File: src/rtl/keypad_scanner.sv
// 4x4 active-low matrix keypad scanner with press/release debounce, hex decode
// and a two-digit key history for the seven-segment display path.
module keypad_scanner #(
  parameter int unsigned SCAN_DIV     = 24000,
  parameter int unsigned DEBOUNCE_CNT = 480000
) (
  input  logic       clk,
  input  logic       reset,
  input  logic [3:0] rows,
  output logic [3:0] cols,
  output logic [3:0] key,
  output logic       key_valid,
  output logic [3:0] digit0,
  output logic [3:0] digit1
);

  localparam int unsigned DwellW = $clog2(SCAN_DIV);
  localparam int unsigned DbW    = $clog2(DEBOUNCE_CNT);
  localparam logic [DwellW-1:0] DwellLast = DwellW'(SCAN_DIV - 1);
  localparam logic [DbW-1:0]    DbLast    = DbW'(DEBOUNCE_CNT - 1);
  // Nibble {row, col} holds the legend of that key.
  localparam logic [63:0] KeyTable = 64'hDF0E_C987_B654_A321;

  typedef enum logic [1:0] {StScan, StPressDb, StHeld, StRelDb} state_e;

  state_e            state_q;
  logic [3:0]        rs_meta_q, rs_q;
  logic [1:0]        ci_q;
  logic [DwellW-1:0] dwell_q;
  logic [DbW-1:0]    db_q;
  logic [3:0]        row_q;
  logic [3:0]        cols_q, key_q, digit0_q, digit1_q;
  logic              key_valid_q;

  logic [1:0] ci_inc;
  logic       row_held;
  logic [3:0] key_code;

  function automatic logic one_active(input logic [3:0] v);
    return v inside {4'b1110, 4'b1101, 4'b1011, 4'b0111};
  endfunction

  function automatic logic [3:0] key_map(input logic [3:0] pat, input logic [1:0] c);
    logic [1:0] r;
    case (pat)
      4'b1110: r = 2'd0;
      4'b1101: r = 2'd1;
      4'b1011: r = 2'd2;
      default: r = 2'd3;
    endcase
    return KeyTable[4 * {r, c} +: 4];
  endfunction

  assign ci_inc   = ci_q + 2'd1;
  // The captured pattern has a single 0; OR-ing exposes whether that row is still low.
  assign row_held = (rs_q | row_q) != 4'b1111;
  assign key_code = key_map(row_q, ci_q);

  always_ff @(posedge clk or negedge reset) begin
    if (!reset) begin
      state_q     <= StScan;
      rs_meta_q   <= 4'b1111;
      rs_q        <= 4'b1111;
      ci_q        <= 2'd0;
      dwell_q     <= '0;
      db_q        <= '0;
      row_q       <= 4'b1111;
      cols_q      <= 4'b1110;
      key_q       <= 4'h0;
      digit0_q    <= 4'h0;
      digit1_q    <= 4'h0;
      key_valid_q <= 1'b0;
    end else begin
      rs_meta_q   <= rows;
      rs_q        <= rs_meta_q;
      key_valid_q <= 1'b0;
      unique case (state_q)
        StScan: begin
          if (dwell_q == DwellLast) begin
            dwell_q <= '0;
            if (one_active(rs_q)) begin
              row_q   <= rs_q;
              db_q    <= '0;
              state_q <= StPressDb;
            end else begin
              ci_q   <= ci_inc;
              cols_q <= ~(4'b0001 << ci_inc);
            end
          end else begin
            dwell_q <= dwell_q + DwellW'(1);
          end
        end
        StPressDb: begin
          if (rs_q != row_q) begin
            state_q <= StScan;
            ci_q    <= ci_inc;
            cols_q  <= ~(4'b0001 << ci_inc);
            db_q    <= '0;
            dwell_q <= '0;
          end else if (db_q == DbLast) begin
            state_q     <= StHeld;
            db_q        <= '0;
            key_q       <= key_code;
            digit0_q    <= key_code;
            digit1_q    <= digit0_q;
            key_valid_q <= 1'b1;
          end else begin
            db_q <= db_q + DbW'(1);
          end
        end
        StHeld: begin
          if (!row_held) begin
            state_q <= StRelDb;
            db_q    <= '0;
          end
        end
        StRelDb: begin
          if (row_held) begin
            state_q <= StHeld;
            db_q    <= '0;
          end else if (db_q == DbLast) begin
            state_q <= StScan;
            ci_q    <= ci_inc;
            cols_q  <= ~(4'b0001 << ci_inc);
            db_q    <= '0;
            dwell_q <= '0;
          end else begin
            db_q <= db_q + DbW'(1);
          end
        end
        default: state_q <= StScan;
      endcase
    end
  end

  assign cols      = cols_q;
  assign key       = key_q;
  assign key_valid = key_valid_q;
  assign digit0    = digit0_q;
  assign digit1    = digit1_q;

endmodule

File: config.mk
export PLATFORM = sky130hd
export DESIGN_NAME = keypad_scanner
export DESIGN_NICKNAME = d
export VERILOG_FILES = /design/src/rtl/keypad_scanner.sv
export SDC_FILE = /design/constraint.sdc
export NUM_CORES = 1
export LEC_CHECK = 0
export ABC_AREA = 1
export BUFFER_PORTS_ARGS = -buffer_cell sky130_fd_sc_hd__buf_4
export CORE_AREA = 2 2 108 110
export DETAILED_ROUTE_END_ITERATION = 12
export DIE_AREA = 0 0 110 112
export GPL_TIMING_DRIVEN = 0
export RECOVER_POWER = 25
export SLEW_MARGIN = 15
export SYNTH_ARGS = -nofsm -noshare
export SYNTH_HDL_FRONTEND = slang
export SYNTH_SLANG_ARGS = --single-unit
File: constraint.sdc
create_clock -name clk -period 3.2 [get_ports clk]
set_clock_uncertainty 0.05 [all_clocks]
set_input_delay 0.8 -clock clk [delete_from_list [all_inputs] [get_ports clk]]
set_output_delay 0.8 -clock clk [all_outputs]
set_load 0.005 [all_outputs]
* After elaboration in Yosys (flattened, before gate mapping)
Cells that the tools add are included.
** Storage, ports and cells
- Register bits :: 63
- Output and inout bits :: 17
** Operators by class
- Add/sub/neg operators :: 3
- Equality and inequality tests :: 23
- Shift-type cells :: 2
- Muxes and demuxes :: 36
- Bitwise gates (word level) :: 3
- Reduce and logical (&&, ||, !) cells :: 9
** Operator list (count)
- two-way mux 19 bit :: 6
- case mux 19 bit (4 select lines) :: 1
- variable part select 64 x 7 -> 4 bit (first input constant) :: 1
- two-way mux 15 bit :: 4
- case mux 15 bit (3 select lines) :: 1
- == test 4 bit (second input constant) :: 6
- two-way mux 2 bit :: 12
- two-way mux 4 bit :: 5
- adder 19 x 1 -> 19 bit (second input constant) :: 1
- == test 19 bit (second input constant) :: 1
- adder 15 x 1 -> 15 bit (second input constant) :: 1
- == test 15 bit (second input constant) :: 1
- inequality test 2 bit (second input constant) :: 7
- case mux 2 bit (3 select lines) :: 2
- case mux 4 bit (3 select lines) :: 1
- AND reduction 3 bit :: 3
- case mux 2 bit (4 select lines) :: 1
- inequality test 3 bit (second input constant) :: 2
- AND reduction 6 bit :: 1
- AND reduction 5 bit :: 1
- == test 2 bit (second input constant) :: 2
- == test 4 x 3 -> 1 bit (second input constant) :: 1
- inequality test 4 bit :: 1
- inequality test 4 bit (second input constant) :: 1
- other kinds (11) :: 13

* Longest topological paths before layout
- Depth after elaboration :: 6
- Depth in mapped cells :: 13

* Worst setup path before layout
Ideal clock, no wire load.
- Path type :: register to register
- Start point :: reg row_q[1]
- End point :: reg dwell_q[8]
- Setup time :: 118 ps
- Data arrival time :: 1824 ps
- Data required time :: 3032 ps
- Setup slack :: 1208 ps
- Cell stages (with the launch flop) :: 13
- Path through :: dfstp_2 -> inv_1 -> ha_1 -> inv_1 -> nand3_1 -> inv_2 -> nand2_2 -> nand2_1 -> nor2_1 -> nand2_4 -> buf_6 -> nand2_1 -> o21ai_2
** Between the ends
- Word-level cells in the longest chain between the ends :: 4
** Ends and longest elaborated chain
- start, declared :: RTL line 31 : logic [3:0] row_q;
- start signal, assigned :: RTL line 82 : row_q <= rs_q;
- OR 4 bit :: RTL line 56 : assign row_held = (rs_q | row_q) != 4'b1111;
- inequality test 4 bit :: RTL line 56
- inequality test 2 bit (no line)
- AND reduction 4 bit (no line) (*)
- end signal, assigned :: RTL line 90 : dwell_q <= dwell_q + DwellW'(1);
- end, declared :: RTL line 29 : logic [DwellW-1:0] dwell_q;
Every way passes the cells marked *; elsewhere a longest branch is shown, timed or not.
A chain may end at the register's enable or synchronous reset.

* Final worst setup path
- Start point :: reg row_q[3]
- End point :: reg state_q[1]
** Between the ends
- Word-level cells in the longest chain between the ends :: 4
** Ends and longest elaborated chain
- OR 4 bit :: RTL line 56
- inequality test 4 bit :: RTL line 56
- inequality test 3 bit (no line), or another cell as far along
- AND reduction 5 bit (no line) / case mux 2 bit (4 select lines) (equally long branches)
- end signal, assigned :: RTL line 61 : state_q <= StScan;
- end signal, assigned :: RTL line 84 : state_q <= StPressDb;
- end signal, assigned :: RTL line 95 : state_q <= StScan;
- end, declared :: RTL line 26 : state_e state_q;
Parallel ways exist; a longest one is shown, timed or not.

==> tab_implementation.tex <==
\begin{tabular}{lr}
\hline
Metric & Value \\
\hline
\multicolumn{2}{l}{\textbf{Die}} \\
\quad Vertical extent of the die & 112 µm \\
\quad Initial Util & 35.19\% \\
\quad Number of cell rows & 39 \\
\quad Core Region & 11170 µm² \\
\quad I/O pin cnt & 23 \\
\quad Die footprint & 12320 µm² \\
\quad Die X & 110 µm \\
\multicolumn{2}{l}{\textbf{Min path}} \\
\quad Hold path endpoint & rs\_q[3]\$\_DFF\_PN1\_ \\
\quad WHS Path Cells & 0 \\
\quad Class of the tightest hold or removal check & reg2reg \\
\quad Startpoint of the most critical hold path & rs\_meta\_q[3]\$\_DFF\_PN1\_ \\
\multicolumn{2}{l}{\textbf{Drt}} \\
\quad Post-DRT Antenna Nets & 0 \\
\quad DRC errors left & 0 \\
\quad Aggregate routed wire length & 8.920 mm \\
\quad Post-detailed-route wirelength per cell & 12.67 µm \\
\quad Initial drt markers & 221 \\
\quad Count of vias placed by the detailed router & 3415 \\
\quad Via density per instance & 4.851 \\
\quad 1st-pass router iterations & 5 \\
\multicolumn{2}{l}{\textbf{Timing}} \\
\quad Minimum clock period & 2.275 ns \\
\quad Unrepaired setup endpoints after global routing & false \\
\quad Number of hold violations in the final report & 0 \\
\quad Worst-Margin Slew & 1.579 ns \\
\quad Highest clock rate & 0.4395 GHz \\
\quad Setup violations, final & 0 \\
\quad Total negative slack & 0 ns \\
\quad Tcrit/Tclk final & 71.10\% \\
\quad Max\_slew headroom & -5.273\% \\
\quad Pins Over Slew Limit & 64 \\
\quad Final worst-path setup slack & 0.9248 ns \\
\multicolumn{2}{l}{\textbf{Worst setup path}} \\
\quad Maximum fanout encountered on the critical timing path & 10 \\
\quad Critical path startpoint & row\_q[3]\$\_DFFE\_PN1P\_ \\
\quad CP startpoint kind & flip-flop \\
\quad Kind of critical path & reg2reg \\
\quad Depth of the worst register-to-register path & 11 \\
\quad FF-to-FF setup slack & 0.92 ns \\
\quad Critical path endpoint category & flip-flop \\
\quad Worst R2R End & state\_q[1]\$\_DFFE\_PN0P\_ \\
\quad FF-to-FF Start & row\_q[3]\$\_DFFE\_PN1P\_ \\
\quad Arrival time at the worst endpoint & 2.49 ns \\
\quad Critical Path RT & 3.42 ns \\
\multicolumn{2}{l}{\textbf{Clock network}} \\
\quad CTS Buf Count & 9 \\
\quad Insertion delay to the later sink of the worst-skew pair & 0.33 ns \\
\quad Number of buffers inserted by post-CTS setup repair & 0 \\
\quad CTS tree & yes \\
\quad CTS root buffer & clkbuf\_16 \\
\quad Hold\_buf cts & 0 \\
\quad Clock Sink Count & 63 \\
\quad Clock transition at the registers of the reported paths & 0.05 ns \\
\quad Maximum number of buffers from clock root to sink & 2 \\
\quad Count of cells resized by post-cts repair & 0 \\
\quad Number of H-tree branching levels & 3 \\
\multicolumn{2}{l}{\textbf{Synthesis}} \\
\quad Total of flip-flops plus latches after synthesis & 63 \\
\quad Dominant cell type by area after synthesis & dfrtp\_1 \\
\quad Sequential fraction of the synthesis area & 40.57\% \\
\quad Yosys top cell area share & 30.54\% \\
\quad Post-Syn Nets & 542 \\
\quad Largest cells by area after synthesis & dfrtp\_1, nand2\_1, dfstp\_2 \\
\quad Netlist Area Pre-Place & 3933 µm² \\
\quad Synth Instances & 523 \\
\quad Synth warn & 0 \\
\quad Mean post-synth cell area & 7.519 µm² \\
\quad Count of cell types in the netlist & 38 \\
\multicolumn{2}{l}{\textbf{Final layout}} \\
\quad Layout Area Growth over Synthesis & 16.58\% \\
\quad Fraction of layout cells with a size suffix above 1 & 18.18\% \\
\quad Area taken by multi-input logic gates & 1994 µm² \\
\quad Reg area & 1595 µm² \\
\quad Final Net Count & 575 \\
\quad Share of the core filled with cells & 41.03\% \\
\quad Number of inserted filler cells in the final layout & 1102 \\
\quad Number of diodes added for antenna fixing & 0 \\
\multicolumn{2}{l}{\textbf{Run status}} \\
\quad Violated checks & capacitance limit, slew limit \\
\quad Outcome & complete, but fails checks \\
\multicolumn{2}{l}{\textbf{Place}} \\
\quad DP Wirelength & 6.413 mm \\
\quad Placement Setup Slack & 0.9143 ns \\
\quad Final weighted congestion in routability-driven placement & 0.8826 \\
\quad Number of I/O port buffers & 22 \\
\multicolumn{2}{l}{\textbf{Pwr}} \\
\quad Static Leak & 2.186 nW \\
\quad Power per standard cell area & 403.8 nW/µm² \\
\quad Design Power & 0.001851 W \\
\quad Worst VDD drop & 0.0002919 V \\
\multicolumn{2}{l}{\textbf{Flow run}} \\
\quad Maximum Capacitance Violations & 1 \\
\multicolumn{2}{l}{\textbf{Global route}} \\
\quad Total overflow reported by the global router & 0 \\
\quad Initial antenna violation count & 0 \\
\quad Global-route wire length before repair & 15.95 mm \\
\quad GRT Resource Usage Total & 16.41\% \\
\quad Via count of the first global-routing pass & 3374 \\
\quad Largest net degree at the start of global routing & 64 \\
\hline
\end{tabular}
## synthesized netlist by cell type
cell type	n
nand2_1	154
inv_1	58
nand3_1	52
dfrtp_1	48
nor2_1	48
nand4_1	25
o21ai_0	22
dfstp_2	15
ha_1	13
nor3_1	11
xor2_1	10
inv_2	7
o21ai_2	7
nand2_2	6
buf_4	5
nor2_4	4
o211ai_1	4
buf_2	3
buf_6	3
nand2_4	3
nand3_2	3
o21ai_1	3
nor2_2	2
or2_2	2
xnor2_1	2
a21o_1	1
a21oi_1	1
a21oi_2	1
a31oi_1	1
clkinv_1	1
clkinv_4	1
nand3_4	1
nand3b_1	1
nor3_4	1
nor3b_1	1
nor3b_4	1
o21bai_1	1
o22ai_1	1
## cells by family (layout without fill, tap and decap cells)
kind of cell,Yosys count,count (layout),share of synthesized area (%)
flops,63,63,40.57
simple gates,315,315,37.35
buf+inv,78,116,8.718
xor+xnor,12,12,2.673
fa+ha+maj,13,13,4.136
compound gates,42,42,6.555
## sequential cells by signal, summed over array words and instances (netlist names)
signal / flops
rs_q: 4
digit0: 4
dwell_q: 15
row_q: 4
rs_meta_q: 4
cols: 4
ci_q: 2
db_q: 19
state_q: 2
digit1: 4
key_valid: 1
## routing by layer
metal	vias up	track usage, %	share of wire, %
met5	-	0	0
met4	0	4.304	1.3
met3	11	5.211	3.9
met2	52	26.30	48
met1	1591	21.25	47
li1	1761	-	-
## layout by cell type (no fill, tap or decap), types with 3 or more instances in the layout
master,instances
buf_2,3
buf_4,22
buf_6,3
clkbuf_16,9
clkbuf_4,4
clkbuf_8,3
dfrtp_1,48
dfstp_2,15
ha_1,13
inv_1,58
inv_2,7
nand2_1,154
nand2_2,6
nand2_4,3
nand3_1,52
nand3_2,3
nand4_1,25
nor2_1,48
nor2_4,4
nor3_1,11
o211ai_1,4
o21ai_0,22
o21ai_1,3
o21ai_2,7
xor2_1,10
## metrics by stage
step	std cells	area, µm²	hold slack, ns
final	704	4584	0.3039
after floorplan	523	3933	0.2952
after CTS	704	4587	0.3052
after global routing	704	4584	0.3063
after global placement	688	4277	0.2955
after detailed placement	688	4277	0.2976
## how the worst max path moves through the flow
stage                              to  slack (ns)  cells after the start
5_1_grt        state_q[1]$_DFFE_PN0P_        0.66                     11
3_3_place_gp      db_q[0]$_DFFE_PN0P_        0.93                     11
6_report       state_q[1]$_DFFE_PN0P_        0.92                     11
3_5_place_dp   state_q[1]$_DFFE_PN0P_        0.91                     11
2_1_floorplan  dwell_q[8]$_DFFE_PN0P_        1.21                     12
4_1_cts        state_q[1]$_DFFE_PN0P_        0.90                     11
## layout make-up
class | instances | area share, %
multi-input combinational | 382 | 43.50
sequential | 63 | 34.80
clock buffer | 13 | 5.895
inverter | 67 | 5.595
tap | 143 | 3.903
timing repair buffer | 22 | 3.548
buffer | 11 | 1.883
clock inverter | 3 | 0.8734
## worst max-delay path, stage by stage, from the launching register on
cell	delay [ns]
dfstp_2	0.55
inv_1	0.06
ha_1	0.28
nor2_1	0.10
nand3_1	0.17
inv_2	0.24
nand2_2	0.12
o21ai_0	0.15
nand2_2	0.20
inv_2	0.11
o21ai_0	0.08
nand2_1	0.07
## power by group
part           internal, W  switching [W]  total [W]
sequential        0.000807     0.00000279   0.000810
clock             0.000663       0.000342    0.00100
combinational   0.00000800      0.0000279  0.0000359
Power figures use the tool's default switching activity.
